[src/rtl/mem_bus_if_if.sv]
// Classic Wishbone-style bus bundle between the memory-stage master and a slave.
interface mem_bus_if_if;
  logic        bus_cyc_o;
  logic        bus_stb_o;
  logic        bus_we_o;
  logic [3:0]  bus_sel_o;
  logic [31:0] bus_adr_o;
  logic [31:0] bus_dat_o;
  logic [31:0] bus_dat_i;
  logic        bus_ack_i;

  modport master (
    output bus_cyc_o, bus_stb_o, bus_we_o, bus_sel_o, bus_adr_o, bus_dat_o,
    input  bus_dat_i, bus_ack_i
  );

  modport slave (
    input  bus_cyc_o, bus_stb_o, bus_we_o, bus_sel_o, bus_adr_o, bus_dat_o,
    output bus_dat_i, bus_ack_i
  );
endinterface

[src/rtl/mem_bus_if.sv]
// Memory-stage data-bus master: one classic bus cycle per aligned load/store,
// stalls the pipeline until the slave acks, returns extended load data and
// flags misaligned accesses without issuing them.
module mem_bus_if (
  input  logic        clk,
  input  logic        rst,
  input  logic [7:0]  mem_aluop_i,
  input  logic [31:0] mem_addr_i,
  input  logic [31:0] mem_reg2_i,
  input  logic [5:0]  stall_i,
  input  logic        flush_i,
  output logic        stallreq_o,
  output logic [31:0] load_data_o,
  output logic        done_o,
  output logic        adel_o,
  output logic        ades_o,
  mem_bus_if_if.master bus
);

  localparam logic [7:0] OP_LB  = 8'hE0;
  localparam logic [7:0] OP_LBU = 8'hE4;
  localparam logic [7:0] OP_LH  = 8'hE1;
  localparam logic [7:0] OP_LHU = 8'hE5;
  localparam logic [7:0] OP_LW  = 8'hE3;
  localparam logic [7:0] OP_SB  = 8'hE8;
  localparam logic [7:0] OP_SH  = 8'hE9;
  localparam logic [7:0] OP_SW  = 8'hEB;

  localparam logic [1:0] S_IDLE = 2'd0;
  localparam logic [1:0] S_BUSY = 2'd1;
  localparam logic [1:0] S_DONE = 2'd2;

  logic [1:0]  state;
  logic        cyc_q, we_q;
  logic [3:0]  sel_q;
  logic [31:0] adr_q, dat_q;
  logic [7:0]  op_q;
  logic [1:0]  lane_q;

  logic        is_load, is_store, misaligned, issue;
  logic [3:0]  sel_c;
  logic [31:0] wdata_c;
  logic [7:0]  rd_byte;
  logic [15:0] rd_half;
  logic [31:0] rd_ext;

  // Decode the EX/MEM op into lane selects, store data and alignment.
  always_comb begin
    // NOTE: every output of this block gets a default first so no path leaves
    // a variable unassigned, which would otherwise infer a latch.
    is_load    = 1'b0;
    is_store   = 1'b0;
    misaligned = 1'b0;
    sel_c      = 4'b0000;
    wdata_c    = mem_reg2_i;
    unique case (mem_aluop_i)
      OP_LB, OP_LBU: begin
        is_load = 1'b1;
        sel_c   = 4'b1000 >> mem_addr_i[1:0];
      end
      OP_LH, OP_LHU: begin
        is_load    = 1'b1;
        sel_c      = mem_addr_i[1] ? 4'b0011 : 4'b1100;
        misaligned = mem_addr_i[0];
      end
      OP_LW: begin
        is_load    = 1'b1;
        sel_c      = 4'b1111;
        misaligned = |mem_addr_i[1:0];
      end
      OP_SB: begin
        is_store = 1'b1;
        sel_c    = 4'b1000 >> mem_addr_i[1:0];
        wdata_c  = {4{mem_reg2_i[7:0]}};
      end
      OP_SH: begin
        is_store   = 1'b1;
        sel_c      = mem_addr_i[1] ? 4'b0011 : 4'b1100;
        wdata_c    = {2{mem_reg2_i[15:0]}};
        misaligned = mem_addr_i[0];
      end
      OP_SW: begin
        is_store   = 1'b1;
        sel_c      = 4'b1111;
        misaligned = |mem_addr_i[1:0];
      end
      default: ;
    endcase
  end

  assign adel_o     = is_load & misaligned;
  assign ades_o     = is_store & misaligned;
  assign issue      = (is_load | is_store) & ~misaligned & ~flush_i;
  assign stallreq_o = ((state == S_IDLE) & issue) | (state == S_BUSY);

  // Pick the big-endian lane of the read word and extend it per the latched op.
  always_comb begin
    unique case (lane_q)
      2'd0:    rd_byte = bus.bus_dat_i[31:24];
      2'd1:    rd_byte = bus.bus_dat_i[23:16];
      2'd2:    rd_byte = bus.bus_dat_i[15:8];
      default: rd_byte = bus.bus_dat_i[7:0];
    endcase
    rd_half = lane_q[1] ? bus.bus_dat_i[15:0] : bus.bus_dat_i[31:16];
    unique case (op_q)
      OP_LB:   rd_ext = {{24{rd_byte[7]}}, rd_byte};
      OP_LBU:  rd_ext = {24'h0, rd_byte};
      OP_LH:   rd_ext = {{16{rd_half[15]}}, rd_half};
      OP_LHU:  rd_ext = {16'h0, rd_half};
      default: rd_ext = bus.bus_dat_i;
    endcase
  end

  // Access sequencer: issue in IDLE, wait for ack in BUSY, hold result in DONE.
  always_ff @(posedge clk) begin
    // NOTE: state is written with non-blocking assignments so every register
    // samples pre-edge values regardless of statement order.
    if (rst) begin
      // NOTE: the datapath registers are reset as well, so every bus and
      // result output reads 0 straight out of reset.
      state       <= S_IDLE;
      cyc_q       <= 1'b0;
      we_q        <= 1'b0;
      sel_q       <= 4'h0;
      adr_q       <= 32'h0;
      dat_q       <= 32'h0;
      op_q        <= 8'h0;
      lane_q      <= 2'd0;
      load_data_o <= 32'h0;
      done_o      <= 1'b0;
    end else if (flush_i) begin
      // A flush aborts the access; a same-cycle ack is dropped with it.
      state  <= S_IDLE;
      cyc_q  <= 1'b0;
      done_o <= 1'b0;
    end else begin
      unique case (state)
        S_IDLE: if (issue) begin
          state  <= S_BUSY;
          cyc_q  <= 1'b1;
          we_q   <= is_store;
          sel_q  <= sel_c;
          adr_q  <= {mem_addr_i[31:2], 2'b00};
          dat_q  <= wdata_c;
          op_q   <= mem_aluop_i;
          lane_q <= mem_addr_i[1:0];
        end
        S_BUSY: if (bus.bus_ack_i) begin
          state  <= S_DONE;
          cyc_q  <= 1'b0;
          done_o <= 1'b1;
          if (!we_q) load_data_o <= rd_ext;
        end
        S_DONE: if (!stall_i[4]) begin
          // The instruction moves on here, so it is never reissued.
          state  <= S_IDLE;
          done_o <= 1'b0;
        end
        default: state <= S_IDLE;
      endcase
    end
  end

  assign bus.bus_cyc_o = cyc_q;
  assign bus.bus_stb_o = cyc_q;
  assign bus.bus_we_o  = we_q;
  assign bus.bus_sel_o = sel_q;
  assign bus.bus_adr_o = adr_q;
  assign bus.bus_dat_o = dat_q;

  logic unused_stall;
  assign unused_stall = ^{stall_i[5], stall_i[3:0]};

endmodule
[src/flat_wrapper.sv]
// flat-port wrapper written by rule: the top's interface ports become plain ports
module mem_bus_if_flat 
  (clk, rst, mem_aluop_i, mem_addr_i, mem_reg2_i, stall_i, flush_i, stallreq_o, load_data_o, done_o, adel_o, ades_o, bus_bus_cyc_o, bus_bus_stb_o, bus_bus_we_o, bus_bus_sel_o, bus_bus_adr_o, bus_bus_dat_o, bus_bus_dat_i, bus_bus_ack_i);
  mem_bus_if_if bus_i ();
  input  logic clk;
  input  logic rst;
  input  logic [7:0] mem_aluop_i;
  input  logic [31:0] mem_addr_i;
  input  logic [31:0] mem_reg2_i;
  input  logic [5:0] stall_i;
  input  logic flush_i;
  output logic stallreq_o;
  output logic [31:0] load_data_o;
  output logic done_o;
  output logic adel_o;
  output logic ades_o;
  output wire logic [$bits(bus_i.bus_cyc_o)-1:0] bus_bus_cyc_o;
  output wire logic [$bits(bus_i.bus_stb_o)-1:0] bus_bus_stb_o;
  output wire logic [$bits(bus_i.bus_we_o)-1:0] bus_bus_we_o;
  output wire logic [$bits(bus_i.bus_sel_o)-1:0] bus_bus_sel_o;
  output wire logic [$bits(bus_i.bus_adr_o)-1:0] bus_bus_adr_o;
  output wire logic [$bits(bus_i.bus_dat_o)-1:0] bus_bus_dat_o;
  input wire logic [$bits(bus_i.bus_dat_i)-1:0] bus_bus_dat_i;
  input wire logic [$bits(bus_i.bus_ack_i)-1:0] bus_bus_ack_i;
  assign bus_bus_cyc_o = bus_i.bus_cyc_o;
  assign bus_bus_stb_o = bus_i.bus_stb_o;
  assign bus_bus_we_o = bus_i.bus_we_o;
  assign bus_bus_sel_o = bus_i.bus_sel_o;
  assign bus_bus_adr_o = bus_i.bus_adr_o;
  assign bus_bus_dat_o = bus_i.bus_dat_o;
  assign bus_i.bus_dat_i = bus_bus_dat_i;
  assign bus_i.bus_ack_i = bus_bus_ack_i;
  mem_bus_if u_core (.clk(clk), .rst(rst), .mem_aluop_i(mem_aluop_i), .mem_addr_i(mem_addr_i), .mem_reg2_i(mem_reg2_i), .stall_i(stall_i), .flush_i(flush_i), .stallreq_o(stallreq_o), .load_data_o(load_data_o), .done_o(done_o), .adel_o(adel_o), .ades_o(ades_o), .bus(bus_i));
endmodule
[config.mk]
export PLATFORM = sky130hd
export DESIGN_NAME = mem_bus_if_flat
export DESIGN_NICKNAME = d
export VERILOG_FILES = /design/src/rtl/mem_bus_if_if.sv /design/src/rtl/mem_bus_if.sv /design/src/flat_wrapper.sv
export SDC_FILE = /design/constraint.sdc
export NUM_CORES = 1
export LEC_CHECK = 0
export CAP_MARGIN = 20
export CORE_MARGIN = 2
export CORE_UTILIZATION = 39
export CTS_CLUSTER_SIZE = 24
export DETAILED_ROUTE_END_ITERATION = 16
export PLACE_DENSITY = 0.88
export SLEW_MARGIN = 5
export SYNTH_ARGS = -nofsm -noshare
export SYNTH_HDL_FRONTEND = slang
export SYNTH_SLANG_ARGS = --single-unit
[constraint.sdc]
create_clock -name clk -period 1.9 [get_ports clk]
set_input_delay 0.38 -clock clk [delete_from_list [all_inputs] [get_ports clk]]
set_output_delay 0.38 -clock clk [all_outputs]
set_load 0.02 [all_outputs]
# Word level (Yosys, flattened, before mapping)
# Cells that the tools add are included.
# Widths: inputs -> output; s select.
# totals
register_bits	113
elab_cells	75
in_bits	114
output_inout_bits	107
# op_classes
bitwise_logic	10
n_eq_ne	19
n_reduce_logical	16
shifts	1
n_mux	19
# ops
op	n
$pmux 32 s4	1
$eq 8x8->1 const B	12
$pmux 32 s2	1
$pmux 8 s3	1
$mux 16	1
$pmux 4 s3	1
$reduce_and 3->1	4
$reduce_or 3->1	3
$mux 1	6
$mux 2	3
$pmux 1 s2	3
$pmux 2 s3	1
$reduce_or 2->1	3
$and 1x1->1	5
$reduce_or 5->1	1
$eq 2x1->1 const B	2
$eq 2x2->1 const B	2
$logic_not 2->1	2
$mux 4	1
$ne 2x2->1 const B	2
$reduce_and 4->1	1
$reduce_bool 2->1	2
$shr 4x2->4 const A	1
$not 1->1	3
2 further kinds	3

# Longest topological paths before layout
# logic_depth
depth_word	8
mapped_depth	7
mapped_depth_nobuf	4

# Worst setup path after synthesis
# OpenSTA, ideal clock, no wires.
# synth_timing
path_type	input port to output port
startpoint	input port mem_aluop_i[0]
endpoint	output port ades_o
setup_slack_ns	-0.314
t_required_ns	1.520
cell_stages	4
t_arrival_ns	1.834
n_path_buf	2
cell_sequence	buf_2 buf_1 o21ai_0 nor4bb_1
# synth_between
elab_chain_len	4
word_cells_on_any_way	12
cone_classes	6 x eq/ne; 2 x mux; 1 x bitwise; 3 x reduce/logical
# synth_rtl
element	line	source
start: declaration	flat_wrapper.sv:7	input logic [7:0] mem_aluop_i;
$eq 8x8->1	mem_bus_if.sv:56	unique case (mem_aluop_i)
$reduce_or 3->1 (no source line) / $reduce_or 2->1 (equally long branches)	--	
$pmux 1 s2 / $mux 1 (equally long branches)	mem_bus_if.sv:56	
$and 1x1->1 *	mem_bus_if.sv:92	assign ades_o = is_store & misaligned;
end: declaration	flat_wrapper.sv:16	output logic ades_o;
# Every way passes the cells marked *; elsewhere a longest branch is shown, timed or not.

# Worst setup path in the final report
# layout_timing
startpoint	register u_core.state[0]
endpoint	output port stallreq_o
# layout_between
elab_chain_len	3
word_cells_on_any_way	4
cone_classes	1 x eq/ne; 2 x bitwise; 1 x reduce/logical
# layout_rtl
element	line	source
start: declaration	mem_bus_if.sv:33	logic [1:0] state;
start signal: assignment	mem_bus_if.sv:121	state <= S_IDLE;
start signal: assignment	mem_bus_if.sv:133	state <= S_IDLE;
start signal: assignment	mem_bus_if.sv:139	state <= S_BUSY;
$logic_not 2->1	mem_bus_if.sv:94	assign stallreq_o = ((state == S_IDLE) & issue) | (state == S_BUSY);
$and 1x1->1	mem_bus_if.sv:94	
$or 1x1->1 *	mem_bus_if.sv:94	
end: declaration	flat_wrapper.sv:12	output logic stallreq_o;
# Marks and branches as above.

==> summary.md <==
• **clock tree from TritonCTS** yes
• **clk buf depth** 2
• **final wirelength** 17,800 µm
• **H-tree depth** 4
• **drt initial violations** 594
• **Antenna Nets Post-Route** 0
• **Cell variety after synth** 49
• **number of global-route vias before repair** 5,726
• **clock latency reported for the late side of the worst-skew pair** 410 ps
• **P per Cell Area** 744 nW/µm²
• **layout cells sized above 1** 0.152
• **Relative slew margins** 0.627
• **area growth from synthesis to layout** 62.5%
• **DIE WIDTH** 119 µm
• **RSZ-0062 raised after global routing** yes
• **final count of pins violating max slew** 0
• **flip-flop and latch count after synthesis** 113
• **Clock Sink Count** 113
• **outcome** complete, but fails checks
• **Hold Path Depth** 4
• **clock transition at the registers of the reported paths** 50 ps
• **post-place instance area** 7750 µm²
• **power dissipated by switching net loads** 1.40 mW
• **end-of-flow core utilization** 0.641
• **Yosys warning count** 0
• **count of hold-fix buffers inserted at cts** 0
• **clock group share of total power** 0.520
• **time the final worst path needs with I/O delays and setup** 2020 ps
• **sort of element at the end of the critical path** primary output
• **wire per inst** 17.2 µm
• **number of enable-type register cells in the synthesized netlist** 0
• **Worst Skew** 8.02 ps
• **number of optimization iterations in the first detailed-route pass** 5
• **crit path launch type** register
• **final setup fails** 5
• **count of unresolved DRC violations after routing** 0
• **max-cap check violation count** 0
• **last weighted congestion value of the routability-driven placer** 0.839
• **average footprint of a synthesized cell** 8.27 µm²
• **proportion of synthesized flip-flops having asynchronous set or reset** 0
• **Worst Max-Slew Pin Slew** 560 ps
• **global router's overall resource usage** 0.251
• **Synth top area share** 0.436
• **Detail Placement HPWL** 11,800 µm
• **number of placement rows** 42
• **relative contribution of combinational cells to total power** 0.098
• **Final Cycle Share** 1.06
• **starting density of the core** 0.395
• **setup TNS** -226 ps
• **Storage cell area** 2260 µm²
• **die outline height** 119 µm
• **number of I/O pins** 221
• **Syn Inst Count** 627
• **overflow left after global routing** 0
• **prevailing post-synth register cell** dfxtp_1
• **Root Buffer** clkbuf_16
• **top cell type by total area after synthesis** dfxtp_1
• **required time of the worst setup path** 1520 ps
• **total clock buffers created by CTS** 17
• **area of the placeable core** 13,100 µm²
• **Die ar.** 14,200 µm²
• **biggest fanout along the worst timing path** 2
• **multi-input combinational cell area** 2680 µm²
• **Switching Share** 0.223
• **largest cells by area after synthesis** dfxtp_1, o21ai_0, a21oi_1, nand2_1, nand3_1
• **fraction of power consumed by sequential logic** 0.382
• **Peak Freq** 495 MHz
• **Antenna Cells** 0
• **Leak Pwr** 3.11 nW
• **fillers** 1,055
• **failing checks** negative setup slack
• **class of the tightest hold or removal check** input port to register
• **post-synth design cell area** 5190 µm²
• **nets@finish** 963
• **final critical-path setup slack** -121 ps
• **global-route wire length before repair** 28,600 µm
• **number of port buffers** 213
• **Via Count** 5,847
• **Final Hold Viols** 0
• **WP data arrival** 1640 ps
• **Pint** 4.87 mW
• **Critical Setup Path Class** register to primary output
• **pin count of the biggest net entering global routing** 73
• **count of cells along the worst register-to-register path** 5
• **routed vias/inst** 5.63
• **maximum vdd ir drop** 0.000512 V
• **final standard cell area without fillers** 8430 µm²
• **initial antenna violation count** 0
• **share of synthesized area occupied by flip-flops and latches** 0.436
[worst paths after layout]
kind	from	endpoint	slack, ps
setup / recovery	u_core.state[0]$_SDFFE_PP0P_	stallreq_o	-120
hold reg to reg	u_core.op_q[7]$_SDFFE_PP0P_	u_core.op_q[7]$_SDFFE_PP0P_	470
hold / removal	mem_aluop_i[1]	u_core.op_q[1]$_SDFFE_PP0P_	420
setup reg to reg	u_core.state[0]$_SDFFE_PP0P_	u_core.bus.bus_dat_o[20]$_SDFFE_PP0P_	-70
[cells by family (layout without fill, tap and decap cells)]
kind of cell,count (synthesis),count (layout),share of synthesized area
compound gates,248,248,0.287
buf+inv,82,316,0.0649
flops,113,113,0.436
mux,27,27,0.0714
other cells,1,2,0.000723
simple gates,156,156,0.140
[cells in the final DEF (no fill, tap or decap), types with 3 or more instances in the layout]
master and count:
a211oi_1 8, a21oi_1 82, a21oi_2 10, a311oi_1 8, a31oi_1 14, buf_12 5
buf_4 48, buf_6 4, bufinv_16 3, clkbuf_16 17, clkbuf_8 4, clkdlybuf4s50_1 199
clkinv_2 5, dfxtp_1 111, dlygate4sd2_1 7, inv_1 15, mux2i_1 19, mux4_2 8
nand2_1 74, nand3_1 53, nor2_1 6, nor3_2 3, o2111ai_1 9, o21a_1 4
o21ai_0 86, o41ai_1 8, or2_2 3
[worst max-delay path, cell delays in order, from the launching register on]
cell and delay (ps):
dfxtp_2 330, a2111oi_4 340, o211a_2 280, nand2_2 70, o21ai_2 70, buf_6 130
[flip-flops by register name, indices dropped and copies added, names as in the netlist]
name / cells
u_core.done_o: 1
u_core.bus.bus_we_o: 1
u_core.op_q: 8
u_core.load_data_o: 32
u_core.bus.bus_dat_o: 32
u_core.bus.bus_adr_o: 30
u_core.lane_q: 2
u_core.state: 2
u_core.bus.bus_sel_o: 4
u_core.bus.bus_cyc_o: 1
[layer usage]
metal,wire [µm],global-route usage,up-vias
li1,-,-,2729
met1,7270,0.300,2793
met2,8730,0.416,289
met3,1410,0.0709,36
met4,416,0.118,0
met5,0,0,-
[cell type report]
cell class              instances  share of cell area
multi-input cells             433               0.318
repair buffers                268               0.308
flip-flops and latches        113               0.269
clock buffers                  22              0.0563
well taps                     176              0.0261
clock inverters                10              0.0157
inverters                      16             0.00713
[synthesized netlist by cell type, drive strengths merged (2+ instances only)]
cell     instances
o2111ai          9
a211oi           8
o21a             4
nor2             6
a31oi           14
mux4             8
inv             16
nand3b           2
dfxtp          113
o32ai            2
a311oi           8
buf             16
nor3             4
o21ai           90
o41ai            8
or2              4
mux2i           19
and3             2
clkbuf          50
nand3           53
a32o             3
a21oi           92
nand2           75
[power by group through the flow]
stage | registers (mW) | logic (mW) | clock network [mW]
floorplan | 2.45 | 0.202 | 0
global placement | 2.44 | 0.589 | 0
detailed placement | 2.44 | 0.596 | 0
CTS | 2.39 | 0.608 | 3.30
global route | 2.39 | 0.656 | 3.43
finish | 2.39 | 0.617 | 3.26
[metrics by stage]
| stage | cells | hold slack [ps] | worst slack [ps] | total power, mW |
|---|---|---|---|---|
| 2_1_floorplan | 628 | 433 | -41.8 | 2.66 |
| 3_3_place_gp | 1003 | 447 | -944 | 3.03 |
| 3_5_place_dp | 1003 | 455 | -1030 | 3.04 |
| 4_1_cts | 1037 | 400 | -110 | 6.30 |
| 5_1_grt | 1038 | 427 | -168 | 6.47 |
| 6_report | 1038 | 417 | -121 | 6.27 |
[what timing repair did]
action	in CTS	in global routing
setup buffers	2	1
setup endpoints to repair	79	49
resized for setup	52	3
hold endpoints to repair	0	0
pin swaps	7	2
(Power assumes the default switching activity.)
